===== config.mk =====
export PLATFORM = sky130hd
export DESIGN_NAME = asconp_lut_ctrl
export DESIGN_NICKNAME = d
export VERILOG_FILES = /design/src/rtl/ascon_pkg.sv /design/src/rtl/asconp_lut_ctrl.sv
export SDC_FILE = /design/constraint.sdc
export NUM_CORES = 1
export LEC_CHECK = 0
export CAP_MARGIN = 20
export CORE_AREA = 2 2 521 523
export DETAILED_ROUTE_END_ITERATION = 10
export DIE_AREA = 0 0 523 525
export PLACE_DENSITY = 0.3
export REMOVE_ABC_BUFFERS = 1
export SLEW_MARGIN = 20
export SYNTH_ARGS = -nofsm -noshare
export SYNTH_HDL_FRONTEND = slang
export SYNTH_SLANG_ARGS = --single-unit

===== constraint.sdc =====
create_clock -name clk -period 11 [get_ports clk]
set_clock_uncertainty 0.1 [all_clocks]
set_input_delay 1.1 -clock clk [delete_from_list [all_inputs] [get_ports clk]]
set_output_delay 1.1 -clock clk [all_outputs]
set_load 0.05 [all_outputs]

===== src/rtl/ascon_pkg.sv =====
// Shared types and helpers for the Ascon permutation controller: FSM states,
// round-count limits and the 320-bit state layout.
package ascon_pkg;

  typedef enum logic [1:0] {
    ST_IDLE = 2'd0,
    ST_CFG  = 2'd1,
    ST_RUN  = 2'd2,
    ST_DONE = 2'd3
  } ctrl_state_e;

  localparam logic [3:0] ROUNDS_MAX = 4'd12;
  localparam logic [3:0] LAST_RC    = 4'd11;

  // x0 occupies the top 64 bits, matching the {x0,x1,x2,x3,x4} bus packing.
  typedef struct packed {
    logic [63:0] x0;
    logic [63:0] x1;
    logic [63:0] x2;
    logic [63:0] x3;
    logic [63:0] x4;
  } ascon_state_t;

  // p^n runs the last n rounds of p^12, so the counter starts at 12-n.
  // Out-of-range requests (0 or >12) fall back to the default round count.
  function automatic logic [3:0] rounds_to_start_rc(input logic [3:0] nr,
                                                    input logic [3:0] def_rounds);
    logic [3:0] eff;
    eff = ((nr == 4'd0) || (nr > ROUNDS_MAX)) ? def_rounds : nr;
    return ROUNDS_MAX - eff;
  endfunction

endpackage


===== src/rtl/asconp_lut_ctrl.sv =====
// Round scheduler and S-box LUT write arbiter for the LUT-based Ascon
// permutation datapath; owns the 320-bit state register and round counter.
module asconp_lut_ctrl
  import ascon_pkg::*;
#(
  parameter int DEF_ROUNDS = 12,
  parameter int LUT_ADDR_W = 5,
  parameter int LUT_DATA_W = 20
) (
  input  logic                  clk,
  input  logic                  rst,
  input  logic                  perm_valid_i,
  output logic                  perm_ready_o,
  input  logic [3:0]            perm_rounds_i,
  input  logic [319:0]          state_i,
  output logic                  out_valid_o,
  input  logic                  out_ready_i,
  output logic [319:0]          state_o,
  input  logic                  cfg_valid_i,
  output logic                  cfg_ready_o,
  input  logic [LUT_ADDR_W-1:0] cfg_addr_i,
  input  logic [LUT_DATA_W-1:0] cfg_data_i,
  output logic                  busy_o,
  output logic [3:0]            dp_round_cnt_o,
  output logic [63:0]           dp_x0_o,
  output logic [63:0]           dp_x1_o,
  output logic [63:0]           dp_x2_o,
  output logic [63:0]           dp_x3_o,
  output logic [63:0]           dp_x4_o,
  input  logic [63:0]           dp_x0_i,
  input  logic [63:0]           dp_x1_i,
  input  logic [63:0]           dp_x2_i,
  input  logic [63:0]           dp_x3_i,
  input  logic [63:0]           dp_x4_i,
  output logic                  dp_upd_sbox_o,
  output logic [LUT_ADDR_W-1:0] dp_sbox_addr_o,
  output logic [LUT_DATA_W-1:0] dp_sbox_data_o
);

  ctrl_state_e           state_q, state_d;
  ascon_state_t          st_q;
  ascon_state_t          dp_next;
  logic [3:0]            rc_q;
  logic [LUT_ADDR_W-1:0] sbox_addr_q;
  logic [LUT_DATA_W-1:0] sbox_data_q;
  logic                  perm_fire;
  logic                  cfg_fire;

  assign dp_next = {dp_x0_i, dp_x1_i, dp_x2_i, dp_x3_i, dp_x4_i};

  // Handshakes: a transfer happens on a rising edge where valid and ready are
  // both high. Readies depend only on state, except perm_ready_o in IDLE,
  // which drops while cfg_valid_i is high so a LUT write wins a tie.
  always_comb begin
    state_d      = state_q;
    perm_ready_o = 1'b0;
    cfg_ready_o  = 1'b0;
    out_valid_o  = 1'b0;
    case (state_q)
      ST_IDLE: begin
        cfg_ready_o  = 1'b1;
        perm_ready_o = !cfg_valid_i;
        if (cfg_valid_i) begin
          state_d = ST_CFG;
        end else if (perm_valid_i) begin
          state_d = ST_RUN;
        end
      end
      ST_CFG: begin
        state_d = ST_IDLE;
      end
      ST_RUN: begin
        if (rc_q == LAST_RC) begin
          state_d = ST_DONE;
        end
      end
      ST_DONE: begin
        out_valid_o = 1'b1;
        if (out_ready_i) begin
          state_d = ST_IDLE;
        end
      end
      default: begin
        state_d = ST_IDLE;
      end
    endcase
  end

  assign perm_fire = perm_valid_i & perm_ready_o;
  assign cfg_fire  = cfg_valid_i & cfg_ready_o;

  always_ff @(posedge clk or posedge rst) begin
    if (rst) begin
      state_q <= ST_IDLE;
    end else begin
      state_q <= state_d;
    end
  end

  always_ff @(posedge clk or posedge rst) begin
    if (rst) begin
      st_q        <= '0;
      rc_q        <= '0;
      sbox_addr_q <= '0;
      sbox_data_q <= '0;
    end else begin
      if (cfg_fire) begin
        sbox_addr_q <= cfg_addr_i;
        sbox_data_q <= cfg_data_i;
      end
      if (perm_fire) begin
        st_q <= state_i;
        rc_q <= rounds_to_start_rc(perm_rounds_i, 4'(DEF_ROUNDS));
      end else if (state_q == ST_RUN) begin
        st_q <= dp_next;
        // Counter parks at the last round index rather than wrapping.
        if (rc_q != LAST_RC) begin
          rc_q <= rc_q + 4'd1;
        end
      end
    end
  end

  assign busy_o         = (state_q != ST_IDLE);
  assign dp_round_cnt_o = (state_q == ST_RUN) ? rc_q : 4'd0;
  assign dp_upd_sbox_o  = (state_q == ST_CFG);
  assign dp_sbox_addr_o = sbox_addr_q;
  assign dp_sbox_data_o = sbox_data_q;

  assign state_o = st_q;
  assign dp_x0_o = st_q.x0;
  assign dp_x1_o = st_q.x1;
  assign dp_x2_o = st_q.x2;
  assign dp_x3_o = st_q.x3;
  assign dp_x4_o = st_q.x4;

endmodule


### Word level (Yosys, flattened, before mapping)

Cells that the tools add are included.
W data, S select, Z words.

| word-level totals | value |
|---|---|
| bits in registers | 351 |
| input bits | 674 |
| output and inout port bits | 674 |
| word-level logic and storage cells | 46 |

| cells by class | value |
|---|---|
| $add $sub $neg | 2 |
| magnitude comparators | 1 |
| equality and inequality tests | 8 |
| multiplexer cells | 15 |
| bitwise gates (word level) | 2 |
| reductions and logical operators | 9 |

Operator list:

| kind | count |
|---|---|
| $mux W320 | 2 |
| $mux W4 | 5 |
| $mux W2 | 4 |
| $pmux W2 S4 | 1 |
| $reduce_bool A2 Y1 | 3 |
| $add A4 B1 Y4 const B | 1 |
| $eq A2 B2 Y1 const B | 2 |
| $eq A4 B4 Y1 const B | 1 |
| $gt A4 B4 Y1 const B | 1 |
| $logic_not A4 Y1 | 1 |
| $ne A2 B2 Y1 const B | 2 |
| $ne A4 B4 Y1 const B | 1 |
| $sub A4 B4 Y4 const A | 1 |
| $mux W1 | 3 |
| $ne A3 B3 Y1 const B | 1 |
| $reduce_and A3 Y1 | 1 |
| $and A1 B1 Y1 | 2 |
| $eq A2 B1 Y1 const B | 1 |
| $logic_not A2 Y1 | 1 |
| $reduce_and A2 Y1 | 1 |
| $logic_not A1 Y1 | 1 |
| $logic_or A1 B1 Y1 | 1 |

### Longest topological paths before layout

Gate-level depths: netlist of the first run.

| depth | value |
|---|---|
| depth in word-level cells | 5 |
| depth in mapped cells | 6 |
| mapped depth without buffers | 5 |

### Worst setup path before layout of the first run

OpenSTA, ideal clock, no wires.

| timing path | value |
|---|---|
| kind | reg2out |
| start point | register state_q[0] |
| end point | output port perm_ready_o |
| arrival | 1847 ps |
| required time | 9800 ps |
| setup slack | 7953 ps |
| cell stages (with the launch flop) | 4 |
| path buffers | 0 |
| path through | dfrtp_1 nor2_4 inv_1 nor2_1 |

| on the way | value |
|---|---|
| word-level cells in the longest chain between the ends | 2 |

RTL lines:

| element | RTL line | RTL |
|---|---|---|
| start, declared | asconp_lut_ctrl.sv:40 | `ctrl_state_e state_q, state_d;` |
| start signal, assigned | asconp_lut_ctrl.sv:96 | `state_q <= state_d;` |
| $logic_not A2 Y1 | asconp_lut_ctrl.sv:59 | `case (state_q)` |
| $mux W1 | asconp_lut_ctrl.sv:59 |  |
| end, declared | asconp_lut_ctrl.sv:13 | `output logic perm_ready_o,` |

No other way between the ends.

### Worst setup path after layout of the first run

| timing path | value |
|---|---|
| start point | register state_q[1] |
| end point | output port dp_round_cnt_o[1] |

| on the way | value |
|---|---|
| word-level cells in the longest chain between the ends | 2 |

RTL lines:

| element | RTL line | RTL |
|---|---|---|
| $eq A2 B2 Y1 | asconp_lut_ctrl.sv:125 | `assign dp_round_cnt_o = (state_q == ST_RUN) ? rc_q : 4'd0;` |
| $mux W4 | asconp_lut_ctrl.sv:125 |  |
| end, declared | asconp_lut_ctrl.sv:24 | `output logic [3:0] dp_round_cnt_o,` |

No other way between the ends.

==> reports/results.ini, run 1 <==
[sta]
min_period_over_period_pct = 40.5
setup_tns_ns = 0
setup_viol = 0
worst_pin_slew_ns = 1.05
slew_viol_final = 0
timing.fmax_mhz = 224
hold_viol_final = 0
final.min_clock_period_ns = 4.46
rsz0062_at_grt = false
slew_headroom_pct = 29.7

[floorplanning]
core_area_mm2 = 0.269
num_rows = 191
die_y_um = 525
die_width_um = 523
initial_core_util_pct = 6.85
die_area_mm2 = 0.275
ios = 1348

[setup_path]
worstPathMaxFanout = 44
rr_startpoint = state_q[1]$_DFFE_PP0P_
slowest_delay_ns = 0.82
cp.required_ns = 9.80
crit_start = state_q[1]$_DFFE_PP0P_
ff2ff_path_depth = 6
cp_cell_sequence = nor2b_4, buf_4, and2_1, clkdlybuf4s50_1
cp.arrival_ns = 3.26
crit_path_start_kind = flip-flop
endpoint_kind = output pin
cpMaxStageDelayCell = clkdlybuf4s50_1
criticalPathCategory = reg2out

[global_routing]
grt_max_degree = 178
grt_usage_pct = 12.8
grt_overflow = 0
antenna_found_initial = 138
grt_pass1_vias = 20149
grt_first_pass_wirelength_um = 229000

[hold_path]
min_from = dp_sbox_addr_o[1]$_DFFE_PP0P_
min_path_type = reg2reg
min_delay_path_depth = 1

[yosys]
synth_edf_count = 0
ys_warn_count = 0
synth_top_area_cell = dfrtp_1
ys_top_cells_by_area = dfrtp_1, nand2_1, buf_4
synth.distinct_cells = 32
synth.avg_cell_area_um2 = 8.50
ys_seq_elements = 351
syn_inst = 2170
ys_seq_area_share_pct = 47.6
async_reset_ff_share_pct = 100
syn-cell-area_mm2 = 0.0184
synth_top_area_share_pct = 47.6
synth_flop_cell = dfrtp_1

[routing]
num_vias = 20187
routedWlPerCell_um = 27.1
drt_iter0_drc = 1094
via_per_inst = 2.98
ant_nets = 0
routed_wirelength_um = 184000
drc = 0
drtPass1Iterations = 5

[clock_tree]
htree_levels = 2
cts_buffers = 55
cts_tree = yes
cts_buffer_depth = 3
clock_sinks = 351
post-cts-setup-buffers = 0
clkTransAtPathRegs_ns = 0.06
clockRootBuffer = clkbuf_16
clk_latency_ns = 0.67
cts_resized = 0
cts_hold_buf = 0

[cells_and_area]
final_net_count = 3806
utilization_pct = 13.0
multi_input_area_mm2 = 0.00621
drive_above_1_share_pct = 4.48
n_fill_cell = 30718
areaGrowthSynthToFinish_pct = 90.1
regArea_mm2 = 0.00878

[status]
status = complete, no violations

[power_and_ir_drop]
vdd_ir_drop_max_mv = 0.183
p_leak_nw = 13.2
power.density_mw_per_mm2 = 426

[flow_run]
cap_violations = 0

[place]
dp_hpwl_um = 153000
port-buffer-count = 1347
gp_congestion = 0.852

## power by group
group / switching, mW / internal (mW) / leakage [nW]
Clock: 0.787 / 1.10 / 0.898
Combinational: 7.27 / 2.90 / 8.13
Sequential: 0.889 / 1.98 / 4.22
Total: 8.95 / 5.97 / 13.2
## path summary, 6_finish.rpt
| check | end | slack [ns] |
|---|---|---|
| hold / removal | dp_sbox_addr_o[1]$_DFFE_PP0P_ | 0.41 |
| max in group asynchronous | dp_x1_o[26]$_DFFE_PP0P_ | 7.86 |
| setup / recovery | dp_round_cnt_o[1] | 6.54 |
| min in group asynchronous | dp_x2_o[5]$_DFFE_PP0P_ | 0.82 |
| hold reg to reg | dp_sbox_addr_o[1]$_DFFE_PP0P_ | 0.41 |
| setup reg to reg | dp_x4_o[38]$_DFFE_PP0P_ | 7.27 |
## flip-flops by register name (all words and copies together), names as in the netlist
name / flops
dp_x2_o: 64
dp_sbox_data_o: 20
dp_x1_o: 64
dp_x4_o: 64
dp_sbox_addr_o: 5
dp_x0_o: 64
rc_q: 4
dp_x3_o: 64
state_q: 2
## per-layer routing
metal | part of all wire, % | track usage (%)
met4 | 1.6 | 2.19
met3 | 15 | 8.34
met2 | 44 | 20.1
met5 | 0.44 | 0
met1 | 39 | 14.6
## final cells by class
type                            instances  area share [%]
Clock buffer                           78            4.49
Clock inverter                         19           0.660
Inverter                                2          0.0428
Sequential cell                       351            25.1
Tap cell                             3570            12.7
Timing Repair Buffer                 1370            39.1
Antenna cell                           33           0.236
Multi-Input combinational cell       1350            17.7
## worst max-delay path, delay by kind of cell (launching register included)
kind	cells	cell delay, ns
flip-flops	1	0.57
AND/OR/NAND/NOR	2	0.61
buffers and inverters	2	1.40
## cells in the final DEF, fill, tap and decap left out, drive strengths merged
| master | instances |
|---|---|
| a211oi | 2 |
| a21boi | 1 |
| a21oi | 1 |
| a311oi | 1 |
| a31oi | 320 |
| and2 | 7 |
| and2b | 1 |
| and3 | 1 |
| buf | 25 |
| bufinv | 5 |
| clkbuf | 78 |
| clkdlybuf4s50 | 1345 |
| clkinv | 13 |
| dfrtp | 351 |
| diode | 33 |
| ha | 2 |
| inv | 3 |
| mux2 | 25 |
| nand2 | 645 |
| nand2b | 1 |
| nand3 | 6 |
| nand3b | 2 |
| nor2 | 326 |
| nor2b | 1 |
| nor3 | 1 |
| nor4b | 1 |
| o211ai | 1 |
| o21a | 1 |
| o21ai | 1 |
| or2b | 1 |
| xor2 | 2 |
## cells by family after synthesis
kind of cell    share of synthesized area [%]
simple gates                             20.6
mux                                      1.53
buf+inv                                  18.8
compound gates                           11.2
fa+ha+maj                               0.136
flops                                    47.6
xor+xnor                               0.0950
## cells in the mapped netlist (2+ instances only)
library cell and n:
nor2_1 325, dfrtp_1 351, buf_2 84, buf_6 17
clkbuf_8 27, a211oi_1 2, nand2_1 645, ha_1 2
buf_4 322, clkbuf_1 17, and2_1 7, xor2_1 2
mux2_2 25, a31oi_1 320, inv_1 2, nand3_1 6
## stage by stage
stage	power (mW)	setup slack (ns)	hold slack (ns)	cells	area [um^2]
after floorplan	8.70	0.0648	0.410	1703	15000
after global placement	13.3	6.67	0.393	6643	33200
after detailed placement	13.2	6.64	0.394	6643	33200
after CTS	15.3	6.30	0.407	6740	35000
after global routing	15.6	6.31	0.433	6743	35000
final	14.9	6.54	0.405	6773	35100
Power figures use the tool's default switching activity.
==> run 2, diff against run 1 <==
==> constraint.sdc (replaced) <==
create_clock -name clk -period 3.9 [get_ports clk]
set_clock_uncertainty 0.1 [all_clocks]
set_input_delay 0.39 -clock clk [delete_from_list [all_inputs] [get_ports clk]]
set_output_delay 0.39 -clock clk [all_outputs]
set_load 0.05 [all_outputs]
==> reports/results.ini, run 2 (same netlist as run 1, synthesis figures left out) <==
[cells_and_area]
final_common_cell = clkdlybuf4s50_1
areaGrowthSynthToFinish_pct = 92.9
multi_input_area_mm2 = 0.00621  ; unchanged
mostFrequentLayoutCells = clkdlybuf4s50_1, nand2_1, dfrtp_1
n_fill_cell = 30630  ; -0.29%
stdcell_area_mm2 = 0.0356  ; +1.5%
regArea_mm2 = 0.00878  ; unchanged
final_net_count = 3837  ; +0.81%
drive_above_1_share_pct = 5.55  ; +1.1 points

[sta]
min_period_over_period_pct = 77.1
setup_slack_ns = 0.894  ; -5.65 ns
slew_viol_final = 0  ; unchanged
worst_pin_slew_ns = 1.05  ; +0.00233 ns
slew_headroom_pct = 29.5  ; -0.16 points
setup_viol = 0  ; unchanged
hold_viol_final = 0  ; unchanged
rsz0062_at_grt = false
final.min_clock_period_ns = 3.01
timing.fmax_mhz = 333

[clock_tree]
cts_tree = yes
htree_levels = 2  ; unchanged
cts_hold_buf = 0  ; unchanged
clk_latency_ns = 0.66  ; about the same
cts_resized = 0  ; unchanged
post-cts-setup-buffers = 0  ; unchanged
cts_buffer_depth = 3  ; unchanged
clock_sinks = 351  ; unchanged
clockRootBuffer = clkbuf_16
clkTransAtPathRegs_ns = 0.06  ; about the same
cts_buffers = 53  ; -3.6%

[setup_path]
reg2reg_slack_ns = 1.51  ; -5.76 ns
ff2ff_path_depth = 5  ; -1
slowest_delay_ns = 0.83  ; about the same
worstPathMaxFanout = 8  ; -82%
cpMaxStageDelayCell = clkdlybuf4s50_1
crit_family = buffers and inverters
worstSetupPathDepth = 3  ; -1
endpoint_kind = output pin
cp.arrival_ns = 2.52  ; -0.74 ns
crit_buf_inv = 1  ; -1
crit_path_start_kind = flip-flop
cp_cell_sequence = nor2b_4, and2_1, clkdlybuf4s50_1
cp.required_ns = 3.41  ; -6.39 ns
criticalPathCategory = reg2out

[floorplanning]
die_y_um = 525  ; unchanged
num_rows = 191  ; unchanged
core_area_mm2 = 0.269  ; unchanged
die_area_mm2 = 0.275  ; unchanged
die_width_um = 523  ; unchanged
initial_core_util_pct = 6.85  ; unchanged
ios = 1348  ; unchanged

[flow_run]
cap_violations = 0  ; unchanged

[global_routing]
use_met3_pct = 9.05  ; +0.71 points
grt_overflow = 0  ; unchanged
antenna_found_initial = 153  ; +11%
grt-busiest-layer = met2
met1_usage_pct = 13.9  ; -0.62 points
use_met2_pct = 20.1  ; about the same
grt_max_degree = 100  ; -44%
grt_first_pass_wirelength_um = 229000  ; about the same
grt_pass1_vias = 20618  ; +2.3%
grt_usage_pct = 12.7  ; -0.057 points

[routing]
num_vias = 20186  ; -0.0050%
drt_iter0_drc = 1061  ; -3.0%
routed_wirelength_um = 183000  ; -0.33%
routedWlPerCell_um = 26.9  ; -0.87%
drc = 0  ; unchanged
ant_nets = 0  ; unchanged
via_per_inst = 2.96  ; -0.55%
drtPass1Iterations = 5  ; unchanged

[place]
dp_hpwl_um = 157000  ; +2.1%
dpl_cell_area_mm2 = 0.0336  ; +1.4%
gp_congestion = 0.881  ; +3.4%
port-buffer-count = 1347  ; unchanged
post-place-ws_ns = 1.23  ; -5.41 ns

[power_and_ir_drop]
power.density_mw_per_mm2 = 1190  ; +180%
p_leak_nw = 13.5  ; +1.8%
vdd_ir_drop_max_mv = 0.516  ; +180%

[status]
status = complete, no violations

[hold_path]
min_path_type = in2async

==> run 2: cell count changes in the layout (fill, tap and decap cells not counted) <==
cell,delta
buf_12,+18
buf_4,+16
clkinvlp_4,+4
clkbuf_8,-3
bufinv_16,+2
diode_2,+2
clkdlybuf4s50_1,-1
clkinv_2,-1
==> run 2: layout make-up <==
class | instances | area share, %
clock buffer | 75 | 4.30
sequential | 351 | 24.7
tap | 3570 | 12.6
timing repair buffer | 1403 | 39.8
antenna | 35 | 0.246
multi-input combinational | 1350 | 17.4
clock inverter | 24 | 0.890
inverter | 2 | 0.0422
==> run 2: report_power, final <==
group / total, mW / leakage, nW / internal, mW / switching [mW]
combinational: 28.9 / 8.37 / 8.43 / 20.5
sequential: 8.09 / 4.22 / 5.57 / 2.52
clock: 5.32 / 0.901 / 3.19 / 2.13
total: 42.3 / 13.5 / 17.2 / 25.1
==> run 2: worst register-to-register path, stage by stage, from the launching register on <==
cell and delay, ns:
dfrtp_1 0.56, nor2b_4 0.31, buf_12 0.23, buf_12 0.30, nand2_1 0.54, a31oi_1 0.26
==> run 2: path summary, 6_finish.rpt <==
kind | start | to
max reg2reg | state_q[1]$_DFFE_PP0P_ | dp_x2_o[14]$_DFFE_PP0P_
max | state_q[1]$_DFFE_PP0P_ | dp_round_cnt_o[0]
max in group asynchronous | rst | dp_x1_o[0]$_DFFE_PP0P_
min in group clk | dp_x2_i[25] | dp_x2_o[25]$_DFFE_PP0P_
min | rst | dp_x2_o[3]$_DFFE_PP0P_
min reg2reg | dp_sbox_data_o[14]$_DFFE_PP0P_ | dp_sbox_data_o[14]$_DFFE_PP0P_
==> run 2: per-layer routing <==
layer	vias up	share of wire [%]
li1	8885	-
met1	9728	38
met2	1156	44
met3	291	16
met4	126	1.9
met5	-	0.47
==> run 2: per-stage QoR <==
step / utilization, % / setup TNS, ns / total power [mW] / hold slack [ns] / cells
after floorplan: - / -3733.92 / 23.5 / 0.410 / 1703
after global placement: 12.5 / 0 / 37.6 / 0.393 / 6676
after detailed placement: 12.5 / 0 / 37.6 / 0.395 / 6676
after CTS: 13.2 / 0 / 43.2 / 0.0695 / 6775
after global routing: 13.2 / 0 / 44.2 / 0.130 / 6779
final: 13.2 / 0 / 42.3 / 0.175 / 6810
